### config.mk
export PLATFORM = sky130hd
export DESIGN_NAME = pattern_serializer_flat
export DESIGN_NICKNAME = d
export VERILOG_FILES = /design/src/rtl/pattern_serializer_if.sv /design/src/rtl/pattern_serializer.sv /design/src/flat_wrapper.sv
export SDC_FILE = /design/constraint.sdc
export NUM_CORES = 1
export LEC_CHECK = 0
export ABC_AREA = 1
export CORE_MARGIN = 2
export CORE_UTILIZATION = 30
export DETAILED_ROUTE_END_ITERATION = 6
export GPL_TIMING_DRIVEN = 0
export HOLD_SLACK_MARGIN = 0.12
export PLACE_DENSITY_LB_ADDON = 0.1
export SLEW_MARGIN = 5
export SYNTH_ARGS = -nofsm -noshare
export SYNTH_HDL_FRONTEND = slang
export SYNTH_SLANG_ARGS = --single-unit
### constraint.sdc
create_clock -name clk -period 1.54 [get_ports clk]
set_input_delay 0.385 -clock clk [delete_from_list [all_inputs] [get_ports clk]]
set_output_delay 0.385 -clock clk [all_outputs]
set_load 0.01 [all_outputs]
### src/rtl/pattern_serializer_if.sv
// Handshake and data bundle between a transmit controller
// and the pattern serializer.
interface pattern_serializer_if #(
  parameter int PAT_W = 8,
  parameter int LEN_W = 4,
  parameter int CNT_W = 4
);
  logic             start;
  logic             abort;
  logic [PAT_W-1:0] pattern;
  logic [LEN_W-1:0] pat_len;
  logic [CNT_W-1:0] reps;
  logic [CNT_W-1:0] gap;
  logic             dataout;
  logic             valid;
  logic             busy;
  logic             done;
  logic [1:0]       state;

  modport master (
    output start, abort, pattern, pat_len, reps, gap,
    input  dataout, valid, busy, done, state
  );

  modport slave (
    input  start, abort, pattern, pat_len, reps, gap,
    output dataout, valid, busy, done, state
  );
endinterface

### src/rtl/pattern_serializer.sv
// Serial pattern transmitter: shifts a latched pattern out
// MSB-first a programmed number of times with idle gaps.
module pattern_serializer #(
  parameter int   PAT_W    = 8,
  parameter int   LEN_W    = 4,
  parameter int   CNT_W    = 4,
  parameter logic IDLE_LVL = 1'b0
) (
  input logic clk,
  input logic rst,
  pattern_serializer_if.slave bus
);

  typedef enum logic [1:0] {
    IDLE = 2'd0,
    SEND = 2'd1,
    GAP  = 2'd2,
    DONE = 2'd3
  } state_e;

  localparam logic [LEN_W-1:0] LEN_MAX = LEN_W'(PAT_W);
  localparam logic [LEN_W-1:0] LEN_ONE = LEN_W'(1);
  localparam logic [CNT_W-1:0] CNT_ONE = CNT_W'(1);

  state_e           state_q;
  logic [PAT_W-1:0] pat_q;
  logic [LEN_W-1:0] len_q;
  logic [LEN_W-1:0] idx_q;
  logic [CNT_W-1:0] rep_q;
  logic [CNT_W-1:0] gcfg_q;
  logic [CNT_W-1:0] gap_q;
  logic             dout_q;
  logic             valid_q;
  logic             busy_q;
  logic             done_q;

  logic [LEN_W-1:0] len_d;
  logic [CNT_W-1:0] reps_d;

  always_comb begin
    len_d  = bus.pat_len;
    reps_d = bus.reps;
    if (bus.pat_len == '0 || bus.pat_len > LEN_MAX)
      len_d = LEN_MAX;
    if (bus.reps == '0)
      reps_d = CNT_ONE;
  end

  function automatic logic bit_at(
    input logic [PAT_W-1:0] p,
    input logic [LEN_W-1:0] i
  );
    return |(p & (PAT_W'(1) << i));
  endfunction

  // idx_q is the index of the bit currently on dataout;
  // gap_q counts GAP cycles left including the current one.
  always_ff @(posedge clk or posedge rst) begin
    if (rst) begin
      state_q <= IDLE;
      pat_q   <= '0;
      len_q   <= '0;
      idx_q   <= '0;
      rep_q   <= '0;
      gcfg_q  <= '0;
      gap_q   <= '0;
      dout_q  <= IDLE_LVL;
      valid_q <= 1'b0;
      busy_q  <= 1'b0;
      done_q  <= 1'b0;
    end else if (state_q != IDLE && bus.abort) begin
      state_q <= IDLE;
      dout_q  <= IDLE_LVL;
      valid_q <= 1'b0;
      busy_q  <= 1'b0;
      done_q  <= 1'b0;
    end else begin
      unique case (state_q)
        IDLE: begin
          done_q <= 1'b0;
          if (bus.start && !bus.abort) begin
            state_q <= SEND;
            pat_q   <= bus.pattern;
            len_q   <= len_d;
            idx_q   <= len_d - LEN_ONE;
            rep_q   <= reps_d;
            gcfg_q  <= bus.gap;
            dout_q  <= bit_at(bus.pattern, len_d - LEN_ONE);
            valid_q <= 1'b1;
            busy_q  <= 1'b1;
          end
        end
        SEND: begin
          if (idx_q != '0) begin
            idx_q  <= idx_q - LEN_ONE;
            dout_q <= bit_at(pat_q, idx_q - LEN_ONE);
          end else if (rep_q > CNT_ONE) begin
            rep_q <= rep_q - CNT_ONE;
            if (gcfg_q != '0) begin
              state_q <= GAP;
              gap_q   <= gcfg_q;
              dout_q  <= IDLE_LVL;
              valid_q <= 1'b0;
            end else begin
              idx_q  <= len_q - LEN_ONE;
              dout_q <= bit_at(pat_q, len_q - LEN_ONE);
            end
          end else begin
            state_q <= DONE;
            dout_q  <= IDLE_LVL;
            valid_q <= 1'b0;
            busy_q  <= 1'b0;
            done_q  <= 1'b1;
          end
        end
        GAP: begin
          if (gap_q > CNT_ONE) begin
            gap_q <= gap_q - CNT_ONE;
          end else begin
            state_q <= SEND;
            idx_q   <= len_q - LEN_ONE;
            dout_q  <= bit_at(pat_q, len_q - LEN_ONE);
            valid_q <= 1'b1;
          end
        end
        DONE: begin
          state_q <= IDLE;
          done_q  <= 1'b0;
        end
      endcase
    end
  end

  assign bus.state   = state_q;
  assign bus.dataout = dout_q;
  assign bus.valid   = valid_q;
  assign bus.busy    = busy_q;
  assign bus.done    = done_q;

endmodule

### src/flat_wrapper.sv
// flat-port wrapper written by rule: the top's interface ports become plain ports
module pattern_serializer_flat 
#(
  parameter int   PAT_W    = 8,
  parameter int   LEN_W    = 4,
  parameter int   CNT_W    = 4,
  parameter logic IDLE_LVL = 1'b0
)
  (clk, rst, bus_start, bus_abort, bus_pattern, bus_pat_len, bus_reps, bus_gap, bus_dataout, bus_valid, bus_busy, bus_done, bus_state);
  pattern_serializer_if #(.PAT_W(PAT_W), .LEN_W(LEN_W), .CNT_W(CNT_W)) bus_i ();
  input logic clk;
  input logic rst;
  input wire logic [$bits(bus_i.start)-1:0] bus_start;
  input wire logic [$bits(bus_i.abort)-1:0] bus_abort;
  input wire logic [$bits(bus_i.pattern)-1:0] bus_pattern;
  input wire logic [$bits(bus_i.pat_len)-1:0] bus_pat_len;
  input wire logic [$bits(bus_i.reps)-1:0] bus_reps;
  input wire logic [$bits(bus_i.gap)-1:0] bus_gap;
  output wire logic [$bits(bus_i.dataout)-1:0] bus_dataout;
  output wire logic [$bits(bus_i.valid)-1:0] bus_valid;
  output wire logic [$bits(bus_i.busy)-1:0] bus_busy;
  output wire logic [$bits(bus_i.done)-1:0] bus_done;
  output wire logic [$bits(bus_i.state)-1:0] bus_state;
  assign bus_i.start = bus_start;
  assign bus_i.abort = bus_abort;
  assign bus_i.pattern = bus_pattern;
  assign bus_i.pat_len = bus_pat_len;
  assign bus_i.reps = bus_reps;
  assign bus_i.gap = bus_gap;
  assign bus_dataout = bus_i.dataout;
  assign bus_valid = bus_i.valid;
  assign bus_busy = bus_i.busy;
  assign bus_done = bus_i.done;
  assign bus_state = bus_i.state;
  pattern_serializer #(.PAT_W(PAT_W), .LEN_W(LEN_W), .CNT_W(CNT_W), .IDLE_LVL(IDLE_LVL)) u_core (.clk(clk), .rst(rst), .bus(bus_i));
endmodule
-- After elaboration in Yosys (flattened, before gate mapping)
Cells that the tools add are included.
- logic and storage cells: 117
- register bits after elaboration: 34
- output and inout port bits: 6
- mux-type cells: 46
- equal/unequal tests: 16
- magnitude comparators: 3
- reductions and logical operators: 29
- shift operators: 3
- bitwise operators: 4
- add/sub/neg operators: 5
- operators with widths (kind ; count):
    two-way mux 4 bit ; 14
    bitwise AND 8 bit ; 3
    OR reduction 8 bit ; 3
    left shift 1 x 4 -> 8 bit (first input constant) ; 3
    subtractor 4 x 1 -> 4 bit (second input constant) ; 5
    two-way mux 1 bit ; 18
    case mux 4 bit (2 select lines) ; 2
    two-way mux 2 bit ; 6
    != test 3 x 2 -> 1 bit (second input constant) ; 4
    case mux 4 bit (3 select lines) ; 1
    AND reduction 6 bit ; 2
    nonzero test 4 bit ; 3
    AND reduction 5 bit ; 2
    AND reduction 3 bit ; 3
    nonzero test 3 bit ; 3
    greater-than comparator 4 x 1 -> 1 bit (second input constant) ; 2
    zero test 4 bit ; 2
    != test 2 x 1 -> 1 bit (second input constant) ; 4
    case mux 2 bit (4 select lines) ; 1
    AND reduction 4 bit ; 2
    != test 3 x 1 -> 1 bit (second input constant) ; 2
    case mux 1 bit (3 select lines) ; 2
    nonzero test 2 bit ; 3
    == test 2 bit (second input constant) ; 2
    other kinds (11) ; 14

-- Logic depth before layout (Yosys ltp)
- word-level depth: 10
- depth in mapped cells: 12

-- Least setup slack after synthesis
No wires, ideal clock.
- path kind: reg2reg
- start point: register u_core.state_q[0], in the netlist u_core.bus.state[0]
- end point: register u_core.idx_q[1]
- arrival: 1.486 ns
- path buffers: 1
- slack: -0.075 ns
- library setup time: 0.128 ns
- cell stages (with the launch flop): 8
- cell sequence: dfrtp_1 > inv_1 > ha_1 > inv_1 > clkbuf_1 > nand2_1 > a21oi_1 > o22ai_2
- longest elaborated chain between the ends: 4
- elaborated cells on any way between the ends: 13
- RTL lines (element ; line ; source):
    from (decl) ; pattern_serializer.sv:25 ; state_e state_q;
    from (signal assigned) ; pattern_serializer.sv:60 ; state_q <= IDLE;
    from (signal assigned) ; pattern_serializer.sv:72 ; state_q <= IDLE;
    from (signal assigned) ; pattern_serializer.sv:82 ; state_q <= SEND;
    branches (longest 4 deep; another with AND reduction 6 bit) ; n/a ;
    to (signal assigned) ; pattern_serializer.sv:85 ; idx_q <= len_d - LEN_ONE;
    to (signal assigned) ; pattern_serializer.sv:95 ; idx_q <= idx_q - LEN_ONE;
    to (signal assigned) ; pattern_serializer.sv:105 ; idx_q <= len_q - LEN_ONE;
    to (decl) ; pattern_serializer.sv:28 ; logic [LEN_W-1:0] idx_q;
Several ways; the timed one is not identified.
A chain may end at the register's enable or synchronous reset.

-- Worst setup path after layout
- start point: register u_core.state_q[0], in the netlist u_core.bus.state[0]
- end point: register u_core.dout_q, in the netlist u_core.bus.dataout
- longest elaborated chain between the ends: 4
- elaborated cells on any way between the ends: 11
- RTL lines (element ; line ; source):
    nonzero test 2 bit ; pattern_serializer.sv:71 ; end else if (state_q != IDLE && bus.abort) begin
    logical AND 1 bit ; pattern_serializer.sv:71 ;
    != test 3 x 2 -> 1 bit (no source line) (tied with other cells) ; n/a ;
    AND reduction 3 bit (no source line) ; n/a ;
    to (signal assigned) ; pattern_serializer.sv:88 ; dout_q <= bit_at(bus.pattern, len_d - LEN_ONE);
    to (signal assigned) ; pattern_serializer.sv:96 ; dout_q <= bit_at(pat_q, idx_q - LEN_ONE);
    to (signal assigned) ; pattern_serializer.sv:106 ; dout_q <= bit_at(pat_q, len_q - LEN_ONE);
    to (decl) ; pattern_serializer.sv:32 ; logic dout_q;
Parallel ways exist; a longest one is shown, timed or not.

==> reports/results.ini <==
[status]
status = finished with violations
violations = setup timing

[route]
drt-total-wl_um = 6390
wire_per_inst_um = 12.7
firstDrtPassIters = 4
vias = 2311
drtAntennaViolNets = 0
drc_errors = 0
drt_iter0_markers = 52
viasPerCell = 4.59

[final_layout]
syn_to_final_growth_pct = 38.3
fill_cells = 873
n_antenna_cell = 0
fin_area_um2 = 3410
nets = 447
drive_above_1_share = 0.284

[synth]
synthAdderAreaFrac = 0.127
seq_area_frac_synth = 0.345
synth_common_cells = nand2_1, dfrtp_1, inv_1
synthDominantCellAreaShare = 0.345
synth_edf_count = 0
synth-compound-area-share = 0.103
synth.most_common_cell = nand2_1
synth_cells = 343
synth_top_area_cell = dfrtp_1
ys_types = 33
syn-num-nets = 392
synth-seq-cells = 34
ys.flop_type = dfrtp_1
synth.area.top_cells = dfrtp_1, nand2_1, ha_1
syn_area_um2 = 2460
avgSynthCellArea_um2 = 7.19
synthSimpleGateAreaFrac = 0.329
synthXorXnorAreaFrac = 0.0284
synthMuxAreaShare = 0.00406
async_flop_share = 1.00
synth_top_family_by_area = simple AND/OR/NAND/NOR gates
ys.warnings.count = 0

[cts]
cts-root-buf = clkbuf_8
cts_sinks = 34
numCtsBuffers = 5
clockBufferDepth = 2
hold_buffers = 0
htreeDepth = 2
clkTransAtPathRegs_ns = 0.07
cts_tree = yes
clk_latency_ns = 0.29

[floorplanning]
core-area_um2 = 8090
pin_count = 30
dieArea_um2 = 8960
die_width_um = 94.6
die_h_um = 94.6
core.rowCount = 33
start_util = 0.305

[timing]
rsz0062_at_grt = true
tightestPinTransition_ns = 0.750
fin_crit_sh = 1.03
setup_viol = 6
whs_ns = 0.473
setup_tns_ns = -0.0771
finClkSkew_ns = 0.00590
slew_violations = 0
fin_ws_ns = -0.0441
hold_viol = 0
slew_headroom = 0.500
fin_crit_ns = 1.58
max_freq_mhz = 631

[worst_setup_path]
crit_fanout = 7
crit_required_ns = 1.72
reg2reg_depth = 8
worstPathArrival_ns = 1.76
endpoint_kind = flop
ff2ff_setup_slack_ns = -0.04
r2r-end = u_core.bus.dataout
reg2reg_from = u_core.bus.state[0]
worst-setup-path-type = flop to flop
cp-start-kind = flop

[run]
maxCapViolCount = 0

[grt]
grt_pass1_vias = 2240
grt_overflow = 0
grt_pass1_wl_um = 10400
antenna_found_initial = 0
track_usage = 0.150
grt_max_degree = 35

[power_and_ir_drop]
p_total_mw = 7.28
p_leak_nw = 1.67
p_per_area_nw_per_um2 = 2130
peakVddDrop_v = 0.000747

[hold_path]
hp-class = flop to flop
whs_path_depth = 2
hp-start = u_core.bus.valid
min_to = u_core.bus.valid

[placement]
portBuffers = 29
place.gp.congestion = 0.791
post-place-ws_ns = -0.717
placed_area_um2 = 2890
hpwl_um = 4670

## worst max-delay path: stages, from the launching register on
cell and delay (ns):
dfrtp_2 0.42, inv_2 0.08, ha_1 0.43, inv_2 0.15
nand2_1 0.07, nor2_2 0.15, nor2_1 0.06, nand2_1 0.06
nand2_1 0.05
## final cells by class
| class | count | area, um2 | share of cell area |
|---|---|---|---|
| Inverter | 34 | 153 | 0.0448 |
| Multi-Input combinational cell | 271 | 1720 | 0.503 |
| Buffer | 4 | 37.5 | 0.0110 |
| Timing Repair Buffer | 48 | 439 | 0.129 |
| Clock inverter | 2 | 10.0 | 0.00294 |
| Clock buffer | 5 | 68.8 | 0.0202 |
| Sequential cell | 34 | 855 | 0.251 |
| Tap cell | 105 | 131 | 0.0385 |
## registers in the layout, summed over array words and instances (netlist names)
name	flops
u_core.gcfg_q	4
u_core.bus.done	1
u_core.rep_q	4
u_core.bus.busy	1
u_core.idx_q	4
u_core.len_q	4
u_core.bus.valid	1
u_core.bus.dataout	1
u_core.pat_q	8
u_core.gap_q	4
u_core.bus.state	2
## power breakdown
group / switching (mW) / total (mW) / internal [mW]
Combinational: 2.82 / 4.88 / 2.06
Clock: 0.344 / 0.648 / 0.304
Sequential: 0.408 / 1.75 / 1.34
Total: 3.58 / 7.28 / 3.70
## metal layers
metal,vias to the layer above,GRT usage,share of wire
met5,-,0,0
met4,0,0.0471,0.019
met2,35,0.261,0.49
met1,1071,0.188,0.46
li1,1195,-,-
met3,10,0.0295,0.030
## logic make-up after synthesis
group,count (synthesis)
simple gates,193
compound gates,44
buf+inv,38
flops,34
fa+ha+maj,25
xor+xnor,8
mux,1
## through the flow
step | std cells | utilization
after CTS | 498 | 0.393
after global placement | 477 | 0.357
after floorplan | 343 | -
after global routing | 503 | 0.421
after detailed placement | 477 | 0.357
final | 503 | 0.421
## placed cells by master, fill, tap and decap left out, types with 2 or more instances in the layout
cell type	count
nand2_2	11
nor2_4	5
o21ai_1	12
nand4_1	4
o21ai_0	15
nor3_1	2
dfrtp_1	31
dfrtp_2	3
nand2_4	5
nor2_2	5
nand3_1	6
inv_4	5
ha_2	4
ha_1	13
clkinv_2	2
inv_1	11
buf_4	16
o21ai_2	6
inv_2	16
xnor2_1	3
dlymetal6s2s_1	2
dlygate4sd2_1	8
o211ai_1	3
ha_4	8
nand3_2	4
nand2_1	126
o21ai_4	2
clkdlybuf4s50_1	18
a21oi_1	2
clkbuf_8	5
or2_2	2
nor2_1	21
xor2_1	4
buf_6	3
## how the worst max path moves through the flow
stage                              from  cells past startpoint            endpoint
floorplan           u_core.bus.state[0]                      8     u_core.rep_q[1]
global placement         bus_pat_len[3]                     13  u_core.bus.dataout
detailed placement       bus_pat_len[3]                     13  u_core.bus.dataout
CTS                 u_core.bus.state[1]                     12     u_core.idx_q[2]
global route        u_core.bus.state[1]                     10     u_core.gap_q[0]
finish              u_core.bus.state[0]                      8  u_core.bus.dataout
## repair_timing
action / 4_1_cts / 5_1_grt
gates resized for setup: 44 / 58
buffers inserted: 14 / 5
pin swaps: 15 / 16
cloned: 0 / 0
endpoints found under the setup margin: 34 / 28
Power figures use the tool's default switching activity.
